File: src/rtl/barrel_shift_pipe_if.sv
// Operand/result handshake bundle for the pipelined barrel shifter.
// The master side offers operations and consumes results; the slave side is the shifter.
interface barrel_shift_pipe_if #(
    parameter int WIDTH = 16
);
    logic             in_valid;
    logic             in_ready;
    logic [WIDTH-1:0] in_data;
    logic [15:0]      rfread;
    logic [1:0]       in_mode;
    logic             out_valid;
    logic             out_ready;
    logic [WIDTH-1:0] out_data;
    logic             out_carry;
    logic             out_zero;

    modport master (
        output in_valid, in_data, rfread, in_mode, out_ready,
        input  in_ready, out_valid, out_data, out_carry, out_zero
    );

    modport slave (
        input  in_valid, in_data, rfread, in_mode, out_ready,
        output in_ready, out_valid, out_data, out_carry, out_zero
    );
endinterface

File: src/rtl/barrel_shift_pipe.sv
// Pipelined barrel shifter: LSL / LSR / ASR / ROR with carry-out and zero flags.
// One log-shift stage per amount bit, a globally stalled valid/ready pipeline,
// results in strict FIFO order.
module barrel_shift_pipe #(
    parameter int WIDTH = 16
) (
    input logic               clk,
    input logic               reset,
    barrel_shift_pipe_if.slave bus
);
    localparam int SHW = $clog2(WIDTH);

    typedef enum logic [1:0] {
        MODE_LSL = 2'b00,
        MODE_LSR = 2'b01,
        MODE_ASR = 2'b10,
        MODE_ROR = 2'b11
    } mode_e;

    logic             adv;
    logic             cap_valid;
    logic [WIDTH-1:0] cap_data;
    mode_e            cap_mode;
    logic [SHW-1:0]   cap_amt;
    logic             unused_bits;

    // Whole pipeline advances unless a finished result is waiting on the consumer.
    assign adv          = !g_stage[SHW-1].valid_q || bus.out_ready;
    assign bus.in_ready = adv;

    // Operand capture rank: holds the raw operation ahead of the first shift stage,
    // giving an accept-to-result latency of SHW edges.
    always_ff @(posedge clk) begin
        if (reset) begin
            cap_valid <= 1'b0;
            cap_data  <= '0;
            cap_mode  <= MODE_LSL;
            cap_amt   <= '0;
        end else if (adv) begin
            cap_valid <= bus.in_valid;
            cap_data  <= bus.in_data;
            cap_mode  <= mode_e'(bus.in_mode);
            cap_amt   <= bus.rfread[SHW-1:0];
        end
    end

    for (genvar k = 0; k < SHW; k++) begin : g_stage
        localparam int SH = 1 << k;

        logic [WIDTH-1:0] d;
        logic             c;
        mode_e            m;
        logic [SHW-1:0]   a;
        logic             v;
        logic [WIDTH-1:0] r;
        logic             rc;

        logic             valid_q;
        logic [WIDTH-1:0] data_q;
        logic             carry_q;
        mode_e            mode_q;
        logic [SHW-1:0]   amt_q;

        if (k == 0) begin : g_first
            assign d = cap_data;
            assign c = 1'b0;
            assign m = cap_mode;
            assign a = cap_amt;
            assign v = cap_valid;
        end else begin : g_rest
            assign d = g_stage[k-1].data_q;
            assign c = g_stage[k-1].carry_q;
            assign m = g_stage[k-1].mode_q;
            assign a = g_stage[k-1].amt_q;
            assign v = g_stage[k-1].valid_q;
        end

        // Shift by 2^k when this stage's amount bit is set; otherwise pass data and carry.
        always_comb begin
            r  = d;
            rc = c;
            if (a[0]) begin
                case (m)
                    MODE_LSL: begin
                        r  = d << SH;
                        rc = d[WIDTH-SH];
                    end
                    MODE_LSR: begin
                        r  = d >> SH;
                        rc = d[SH-1];
                    end
                    MODE_ASR: begin
                        r  = WIDTH'($signed(d) >>> SH);
                        rc = d[SH-1];
                    end
                    MODE_ROR: begin
                        r  = (d >> SH) | (d << (WIDTH - SH));
                        rc = r[WIDTH-1];
                    end
                endcase
            end
        end

        // Stage register; the remaining amount is shifted down so bit 0 always
        // belongs to the next stage.
        always_ff @(posedge clk) begin
            if (reset) begin
                valid_q <= 1'b0;
                data_q  <= '0;
                carry_q <= 1'b0;
                mode_q  <= MODE_LSL;
                amt_q   <= '0;
            end else if (adv) begin
                valid_q <= v;
                data_q  <= r;
                carry_q <= rc;
                mode_q  <= m;
                amt_q   <= a >> 1;
            end
        end
    end

    assign bus.out_valid = g_stage[SHW-1].valid_q;
    assign bus.out_data  = g_stage[SHW-1].data_q;
    assign bus.out_carry = g_stage[SHW-1].carry_q;
    assign bus.out_zero  = (g_stage[SHW-1].data_q == '0);

    // Upper rfread bits and the last stage's forwarded control fields have no consumer.
    assign unused_bits = &{1'b0, bus.rfread[15:SHW], g_stage[SHW-1].mode_q, g_stage[SHW-1].amt_q};
endmodule

File: src/flat_wrapper.sv
// flat-port wrapper written by rule: the top's interface ports become plain ports
module barrel_shift_pipe_flat 
#(
    parameter int WIDTH = 16
)
  (clk, reset, bus_in_valid, bus_in_data, bus_rfread, bus_in_mode, bus_out_ready, bus_in_ready, bus_out_valid, bus_out_data, bus_out_carry, bus_out_zero);
  barrel_shift_pipe_if #(.WIDTH(WIDTH)) bus_i ();
  input logic clk;
  input logic reset;
  input wire logic [$bits(bus_i.in_valid)-1:0] bus_in_valid;
  input wire logic [$bits(bus_i.in_data)-1:0] bus_in_data;
  input wire logic [$bits(bus_i.rfread)-1:0] bus_rfread;
  input wire logic [$bits(bus_i.in_mode)-1:0] bus_in_mode;
  input wire logic [$bits(bus_i.out_ready)-1:0] bus_out_ready;
  output wire logic [$bits(bus_i.in_ready)-1:0] bus_in_ready;
  output wire logic [$bits(bus_i.out_valid)-1:0] bus_out_valid;
  output wire logic [$bits(bus_i.out_data)-1:0] bus_out_data;
  output wire logic [$bits(bus_i.out_carry)-1:0] bus_out_carry;
  output wire logic [$bits(bus_i.out_zero)-1:0] bus_out_zero;
  assign bus_i.in_valid = bus_in_valid;
  assign bus_i.in_data = bus_in_data;
  assign bus_i.rfread = bus_rfread;
  assign bus_i.in_mode = bus_in_mode;
  assign bus_i.out_ready = bus_out_ready;
  assign bus_in_ready = bus_i.in_ready;
  assign bus_out_valid = bus_i.out_valid;
  assign bus_out_data = bus_i.out_data;
  assign bus_out_carry = bus_i.out_carry;
  assign bus_out_zero = bus_i.out_zero;
  barrel_shift_pipe #(.WIDTH(WIDTH)) u_core (.clk(clk), .reset(reset), .bus(bus_i));
endmodule
File: config.mk
export PLATFORM = sky130hd
export DESIGN_NAME = barrel_shift_pipe_flat
export DESIGN_NICKNAME = d
export VERILOG_FILES = /design/src/rtl/barrel_shift_pipe_if.sv /design/src/rtl/barrel_shift_pipe.sv /design/src/flat_wrapper.sv
export SDC_FILE = /design/constraint.sdc
export NUM_CORES = 1
export LEC_CHECK = 0
export BUFFER_PORTS_ARGS = -buffer_cell sky130_fd_sc_hd__buf_2
export CELL_PAD_IN_SITES_DETAIL_PLACEMENT = 1
export CELL_PAD_IN_SITES_GLOBAL_PLACEMENT = 1
export CORE_MARGIN = 2
export CORE_UTILIZATION = 42
export CTS_BUF_LIST = sky130_fd_sc_hd__clkbuf_16
export CTS_CLUSTER_SIZE = 10
export DETAILED_ROUTE_END_ITERATION = 7
export PLACE_DENSITY = 0.85
export SETUP_SLACK_MARGIN = 0.15
export SYNTH_ARGS = -nofsm -noshare
export SYNTH_HDL_FRONTEND = slang
export SYNTH_SLANG_ARGS = --single-unit
File: constraint.sdc
create_clock -name clk -period 2 [get_ports clk]
set_input_delay 0.1 -clock clk [delete_from_list [all_inputs] [get_ports clk]]
set_output_delay 0.1 -clock clk [all_outputs]
set_load 0.01 [all_outputs]
* Yosys cells after proc, flatten, opt, wreduce, memory -nomap -nowiden *
Cells that the tools add are included.

storage, ports and cells
  input port bits = 38
  register bits = 107

cells by class
  muxes and demuxes = 16
  reduce and logical (&&, ||, !) cells = 11
  equality and inequality tests = 12
  bitwise operators = 4

operators with widths
  kind                                                                   count
  16-bit one-hot mux with 4 select lines                                 4
  16-bit 2-to-1 mux                                                      4
  2-bit equality test, second input constant                             8
  16-bit logical NOT                                                     1
  12-bit by 16-bit OR with 16-bit output                                 1
  14-bit by 16-bit OR with 16-bit output                                 1
  15-bit by 16-bit OR with 16-bit output                                 1
  8-bit by 16-bit OR with 16-bit output                                  1
  1-bit one-hot mux with 3 select lines                                  4
  2-bit by 1-bit equality test with 1-bit output, second input constant  4
  2-bit logical NOT                                                      4
  2-bit OR reduction                                                     4
  1-bit 2-to-1 mux                                                       4
  1-bit logical NOT                                                      1
  1-bit logical OR                                                       1

* Depth between registers and ports, before layout *
Gate-level depths: netlist of run 1.

  depth after elaboration = 4
  gate-level depth with buffers = 9
  gate-level depth less buffers = 6

* Worst setup path after synthesis of run 1 *
Ideal clock, no wire load.

  path kind = reg-to-reg
  from = register u_core.cap_mode[1]
  to = register u_core.g_stage[0].data_q[10]
  arrival time = 1.567 ns
  stages on the path, launching flop included = 9
  buffers on the path = 3
  clock period less this slack = 1.637 ns
  library setup time = 0.070 ns
  required time = 1.930 ns
  setup slack = 0.363 ns
  path through = dfxtp_1 buf_2 inv_1 ha_1 buf_4 buf_2 o211ai_1 o211ai_1 a21oi_1

between the ends
  word-level cells in the longest chain between the ends = 3
  elaborated cells between the ends (all ways) = 6
  those cells by class = 3 x eq/ne; 2 x mux; 1 x reduce/logical

RTL lines
  what                                               RTL line                  RTL
  from (decl)                                        barrel_shift_pipe.sv:23   mode_e cap_mode;
  from (signal assigned)                             barrel_shift_pipe.sv:42   cap_mode <= mode_e'(bus.in_mode);
  2-bit equality test, or another cell as far along  barrel_shift_pipe.sv:83   case (m)
  16-bit one-hot mux with 4 select lines *           barrel_shift_pipe.sv:83
  16-bit 2-to-1 mux *                                barrel_shift_pipe.sv:82   if (a[0]) begin
  to (signal assigned)                               barrel_shift_pipe.sv:115  data_q <= r;
  to (decl)                                          barrel_shift_pipe.sv:59   logic [WIDTH-1:0] data_q;

Mark *: on every way between the ends. The rest lies on a longest branch, timed or not.
A chain may end at the register's enable or synchronous reset.

* Final worst setup path of run 1 *
  from = register u_core.g_stage[0].mode_q[0]
  to = register u_core.g_stage[1].data_q[1]

between the ends
  word-level cells in the longest chain between the ends = 3
  elaborated cells between the ends (all ways) = 6
  those cells by class = 3 x eq/ne; 2 x mux; 1 x reduce/logical

RTL lines
  what                                               RTL line                  RTL
  from (decl)                                        barrel_shift_pipe.sv:61   mode_e mode_q;
  from (signal assigned)                             barrel_shift_pipe.sv:117  mode_q <= m;
  2-bit equality test, or another cell as far along  barrel_shift_pipe.sv:83
  16-bit one-hot mux with 4 select lines *           barrel_shift_pipe.sv:83
  16-bit 2-to-1 mux *                                barrel_shift_pipe.sv:82
  to (signal assigned)                               barrel_shift_pipe.sv:115
  to (decl)                                          barrel_shift_pipe.sv:59

Marks and branches as above.

==> impl_metrics.ini, run 1 <==
[worst_setup_path]
slowest_delay_ps = 420
path_delay_family = simple AND/OR/NAND/NOR gates
crit_chain = inv_1 > ha_1 > nor3_4 > nor3_4 > a221oi_1 > nor3_1
cp_max_fo = 5
crit_top_cell = nor3_4
arrival_ps = 2010
required_ps = 2220
path_class = reg -> reg
slowest_stage = dfxtp_1
cp-start-kind = flop
cp.depth = 6
worstSetupEndpointType = flop
r2r_cells = 6
crit_buf_inv = 1

[floorplanning]
design.core.area_sq_mm = 0.0121
row_count = 40
initial_core_util_pct = 43.2
fp.dieH_um = 115
dieWidth_um = 115
io_pins = 58
die_area_sq_mm = 0.0133

[detailed_routing]
postRouteAntennaNets = 0
wl_met2_um = 7040
dr_wl_met3_um = 366
vias_per_cell = 5.67
met1_length_um = 6090
top_layer = met4
first_pass_iters = 5
num_vias = 4822
avgRoutedWirePerCell_um = 16.3
drc = 0
drt_iter0_markers = 328
wirelength_um = 13800

[logic_synthesis]
yosysWarningCount = 0
netlist_top_cells_count = 118 x nand2_1, 107 x dfxtp_1, 77 x a21oi_1
async_flop_share_pct = 0
yosysMostFrequentCell = nand2_1
syn_inst = 642
synth_ff_type = dfxtp_1
synth_edf_count = 0
ys_ff_latch = 107
yosysTopAreaCell = dfxtp_1
avgSynthCellArea_sq_um = 8.12
ys_types = 35
yosys.area.top_type_share_pct = 41.1
synth_nets = 696
synth_seq_area_share_pct = 41.1
synth_area_sq_mm = 0.00521
synthTopCellsByArea = dfxtp_1 41%, nand2_1 8.5%, a21oi_1 7.4%

[hold_path]
hp-class = in -> reg
whs_path_depth = 3

[pwr]
p_comb_share_pct = 10.8
finalPower_uw = 4430
p_leak_uw = 0.00230
power.internal_uw = 3280
seqPwrFrac_pct = 52.8
power_density_mw_per_mm2 = 734
clock_power_share_pct = 36.4
ir_drop_mv = 0.347
p_sw_share_pct = 26.1
net-switching-power_uw = 1160

[clock_tree]
post_cts_buffers = 0
path_clk_slew_ps = 70
h-tree-depth = 3
cts_tree = done
clockBufferDepth = 2
clkSinkCount = 107
root_buffer = clkbuf_16
clk_latency_ps = 350
numCtsBuffers = 9

[placement]
dp_slack_ps = 197
dp_hpwl_um = 9440
routabilityCongestion = 0.893
io_buffers = 45

[timing]
setup_slack_ps = 207
fmax_mhz = 558
rsz0062_at_grt = true
relSlewSlack_pct = 65.3
tns_ps = 0
hold_viol = 0
setup_violations = 0
fin_skew_ps = 7.89
whs_ps = 15.0
tightestPinTransition_ps = 521
final.period_utilization_pct = 89.6
drv_slew = 0
period_minus_slack_ps = 1790

[grt]
grt_max_degree = 102
first_global_vias = 4762
track_usage_pct = 21.6
antenna_found_initial = 0
grt_overflow_total = 0
grt_pass1_wl_um = 23100

[layout]
fillCellCount = 1458
syn_to_final_growth_pct = 15.9
fin_nets = 731
multi_input_area_sq_mm = 0.00278
drive_gt1_share_pct = 15.7
seq_area_sq_mm = 0.00214
finish.utilization_pct = 50.1
n_antenna_cell = 0

[flow_run]
max_cap_viol_count = 0

[status]
outcome = finished, final reports clean
## power groups by stage
stage                     Clock, uW  Combinational (uW)  Sequential (uW)
after floorplan                   0                 324             2350
after global placement            0                 414             2380
after detailed placement          0                 435             2380
after CTS                      1650                 469             2340
after global routing           1740                 535             2350
final                          1610                 480             2340
## path summary, 6_finish.rpt
path	startpoint	slack [ps]	to
setup reg to reg	u_core.g_stage[0].mode_q[0]	210	u_core.g_stage[1].data_q[1]
hold reg to reg	u_core.cap_amt[2]	450	u_core.cap_amt[2]
setup / recovery	u_core.g_stage[0].mode_q[0]	210	u_core.g_stage[1].data_q[1]
hold / removal	bus_rfread[2]	20	u_core.cap_amt[2]
## logic make-up after synthesis
family	synth area share, %
adders and majority gates	3.84
buffers and inverters	7.01
and+or+nand+nor	22.0
AOI/OAI and AO/OA	26.0
DFF	41.1
## layout by cell type (no fill, tap or decap), drive strengths merged, types with 5 or more instances in the layout
cell type    count
dlygate4sd3     21
inv             19
buf             59
nand2          119
o21ai           25
nand3            8
nor4            14
nor3            43
a221oi          36
ha              16
clkinv           5
nor2            49
clkbuf           9
o211ai          35
and3            10
a311oi           8
a21oi           77
dfxtp          107
a211oi           5
## registers in the layout (all words and copies together), names as in the netlist
signal	cells
u_core.cap_data	16
u_core.g_stage.mode_q	6
u_core.bus.out_data	16
u_core.g_stage.carry_q	3
u_core.g_stage.data_q	48
u_core.g_stage.amt_q	6
u_core.g_stage.valid_q	3
u_core.cap_mode	2
u_core.bus.out_carry	1
u_core.cap_amt	4
u_core.bus.out_valid	1
u_core.cap_valid	1
## metal layers
| layer | GRT usage [%] | up-vias |
|---|---|---|
| li1 | - | 2399 |
| met1 | 26.0 | 2310 |
| met2 | 37.7 | 86 |
| met3 | 3.24 | 27 |
| met4 | 10.1 | 0 |
| met5 | 0 | - |
## cell type report
class	instances	share of cell area (%)
Multi-Input combinational cell	461	46.0
Sequential cell	107	35.4
Timing Repair Buffer	80	9.60
Clock buffer	9	3.73
Tap cell	168	3.48
Inverter	18	1.14
Clock inverter	7	0.580
## through the flow
step / instance area, sq um / instances
floorplan: 5210 / 642
global placement: 5500 / 813
detailed placement: 5500 / 813
CTS: 5970 / 850
global route: 6040 / 850
finish: 6040 / 850
## what timing repair did
action | 4_1_cts | 5_1_grt
hold buffers | 21 | 0
endpoints found under the hold margin | 21 | 0
endpoints found under the setup margin | 0 | 36
gates resized for setup | 0 | 14
## worst register-to-register path, cell delays in order, from the launching register on
cell      delay, ps
dfxtp_1         420
inv_1           100
ha_1            270
nor3_4          310
nor3_4           90
a221oi_1        370
nor3_1          110
Note: power is estimated with default switching activity, not from simulation.
==> run 2: changes to the inputs <==
- ABC_AREA: unset -> 1
- CTS_CLUSTER_SIZE: 10 -> unset
- PLACE_DENSITY: 0.85 -> 0.87
==> run 2 against run 1 <==
  * The flow now finishes with violations (hold timing)
  * Routed wire length up 14%
  * Die area up 6.0%
  * Combinational power up 39%
  * Via count up 11%
  * Hold slack worse by 15 ps
  * Critical path type unchanged
==> impl_metrics.ini, run 2 <==
[logic_synthesis]
yosysTopAreaCell = dfxtp_1
yosysWarningCount = 0
syn_inst = 797
synth_edf_count = 0
yosysMostFrequentCell = nand2_1
synth_area_sq_mm = 0.00554
synth_seq_area_share_pct = 38.7
synth_nets = 851
async_flop_share_pct = 0
ys_types = 24
netlist_top_cells_count = 152 x nand2_1, 122 x o21ai_0, 112 x a21oi_1
avgSynthCellArea_sq_um = 6.95
synthTopCellsByArea = dfxtp_1 39%, o21ai_0 11%, nand2_1 10%
yosys.area.top_type_share_pct = 38.7
ys_ff_latch = 107
synth_ff_type = dfxtp_1

[detailed_routing]
vias_per_cell = 5.46
drc = 0
first_pass_iters = 4
postRouteAntennaNets = 0
drt_iter0_markers = 360
num_vias = 5372
wirelength_um = 15800
avgRoutedWirePerCell_um = 16.0

[floorplanning]
dieWidth_um = 119
initial_core_util_pct = 43.5
row_count = 41
io_pins = 58
die_area_sq_mm = 0.0141
design.core.area_sq_mm = 0.0127
fp.dieH_um = 119

[layout]
largest_reg_flops = 48
most-common-layout-cells = 152 x nand2_1, 122 x o21ai_0, 112 x a21oi_1
layout_commonest_cell = nand2_1
finish.utilization_pct = 47.3
syn_to_final_growth_pct = 8.75
multi_input_area_sq_mm = 0.00278
fillCellCount = 1708
drive_gt1_share_pct = 11.9
n_antenna_cell = 0
seq_area_sq_mm = 0.00214
fin_nets = 862
regMostFlops = u_core.g_stage.data_q

[grt]
antenna_found_initial = 0
grt_max_degree = 107
track_usage_pct = 23.0
grt_overflow_total = 0
grt_pass1_wl_um = 26600
first_global_vias = 5357

[pwr]
ir_drop_mv = 0.428
power_density_mw_per_mm2 = 776
p_leak_uw = 0.00248

[worst_setup_path]
path_class = reg -> reg
crit_top_cell = a21oi_1
slowest_delay_ps = 400
reg2reg_to = u_core.g_stage[2].data_q[12]
required_ps = 2240
worstSetupEndpointType = flop
r2r_cells = 6
reg2reg_slack_ps = 300
crit_chain = inv_1 > ha_1 > a21oi_1 > o21ai_0 > nand2_1 > a21oi_1
cp-start-kind = flop
r2r-start = u_core.g_stage[1].mode_q[0]
slowest_stage = dfxtp_1
arrival_ps = 1940
cp_max_fo = 10

[hold_path]
whs_path_depth = 3
hold_start = bus_rfread[1]
hp-class = in -> reg
min_to = u_core.cap_amt[1]

[timing]
tns_ps = 0
setup_violations = 0
drv_slew = 0
whs_ps = -0.0950
fmax_mhz = 590
final.period_utilization_pct = 84.8
period_minus_slack_ps = 1700
hold_viol = 1
fin_skew_ps = 11.0
rsz0062_at_grt = true
relSlewSlack_pct = 62.0
tightestPinTransition_ps = 570

[clock_tree]
root_buffer = clkbuf_16
h-tree-depth = 3
path_clk_slew_ps = 70
numCtsBuffers = 9
clk_latency_ps = 350
clkSinkCount = 107
clockBufferDepth = 2
cts_tree = done

[placement]
routabilityCongestion = 0.849
io_buffers = 45
dp_hpwl_um = 10700

[flow_run]
max_cap_viol_count = 0

[status]
outcome = complete, but fails checks
violations = hold timing
[run 2: per-stage QoR]
step           setup slack (ps)  power [uW]  cell area [sq um]  std cells  hold WS [ps]
2_1_floorplan               670        2870               5540        797           169
3_3_place_gp                155        3020               5720        966           281
3_5_place_dp               17.5        3060               5720        966           293
4_1_cts                     278        4700               6010        984          2.41
5_1_grt                     148        4900               6020        984          8.79
6_report                    305        4670               6020        984       -0.0950
[run 2: where the power goes]
group	internal, uW	leakage, uW	total (uW)	switching, uW
Clock	831	0.000130	1630	803
Combinational	240	0.00147	668	428
Sequential	2260	0.000878	2370	115
Total	3330	0.00248	4670	1350
[run 2: cell families (layout without fill, tap and decap cells)]
group	count (synthesis)	in the layout	share of synthesized area, %
DFF	107	107	38.7
AOI/OAI and AO/OA	269	269	25.1
buffers and inverters	128	143	11.5
adders and majority gates	16	16	3.62
and+or+nand+nor	277	277	21.0
[run 2: area by class of cell]
| type | count | area share, % |
|---|---|---|
| multi-input combinational | 562 | 46.1 |
| sequential | 107 | 35.6 |
| timing repair buffer | 56 | 5.86 |
| inverter | 72 | 4.61 |
| clock buffer | 9 | 3.74 |
| tap | 172 | 3.57 |
| clock inverter | 6 | 0.540 |
[run 2: worst max path at each step]
stage	slack (ps)	from	depth (start not counted)	end
3_3_place_gp	150	u_core.g_stage[0].mode_q[0]	6	u_core.g_stage[1].data_q[4]
2_1_floorplan	670	u_core.g_stage[0].mode_q[0]	8	u_core.g_stage[1].data_q[3]
4_1_cts	280	u_core.g_stage[0].mode_q[0]	6	u_core.g_stage[1].data_q[5]
3_5_place_dp	20	u_core.g_stage[0].mode_q[0]	6	u_core.g_stage[1].data_q[4]
5_1_grt	150	u_core.g_stage[0].mode_q[0]	8	u_core.g_stage[1].data_q[12]
6_report	300	u_core.g_stage[1].mode_q[0]	6	u_core.g_stage[2].data_q[12]
[run 2: critical path: cells and delay by family (launching register included)]
family          cells  cell delay [ps]
buf+inv             1              110
compound gates      3              630
simple gates        1              110
flops               1              400
fa+ha+maj           1              340
[run 2: repair_timing]
action	4_1_cts	5_1_grt
hold buffers	3	0
hold endpoints to repair	3	0
resized for setup	1	2
buffers inserted	0	0
setup endpoints to repair	6	2
pin swaps	0	0
[run 2: per-layer routing]
metal,share of wire [%],track usage (%)
met1,46,29.9
met2,49,39.1
met3,3.4,2.59
met4,1.7,8.33
met5,0,0
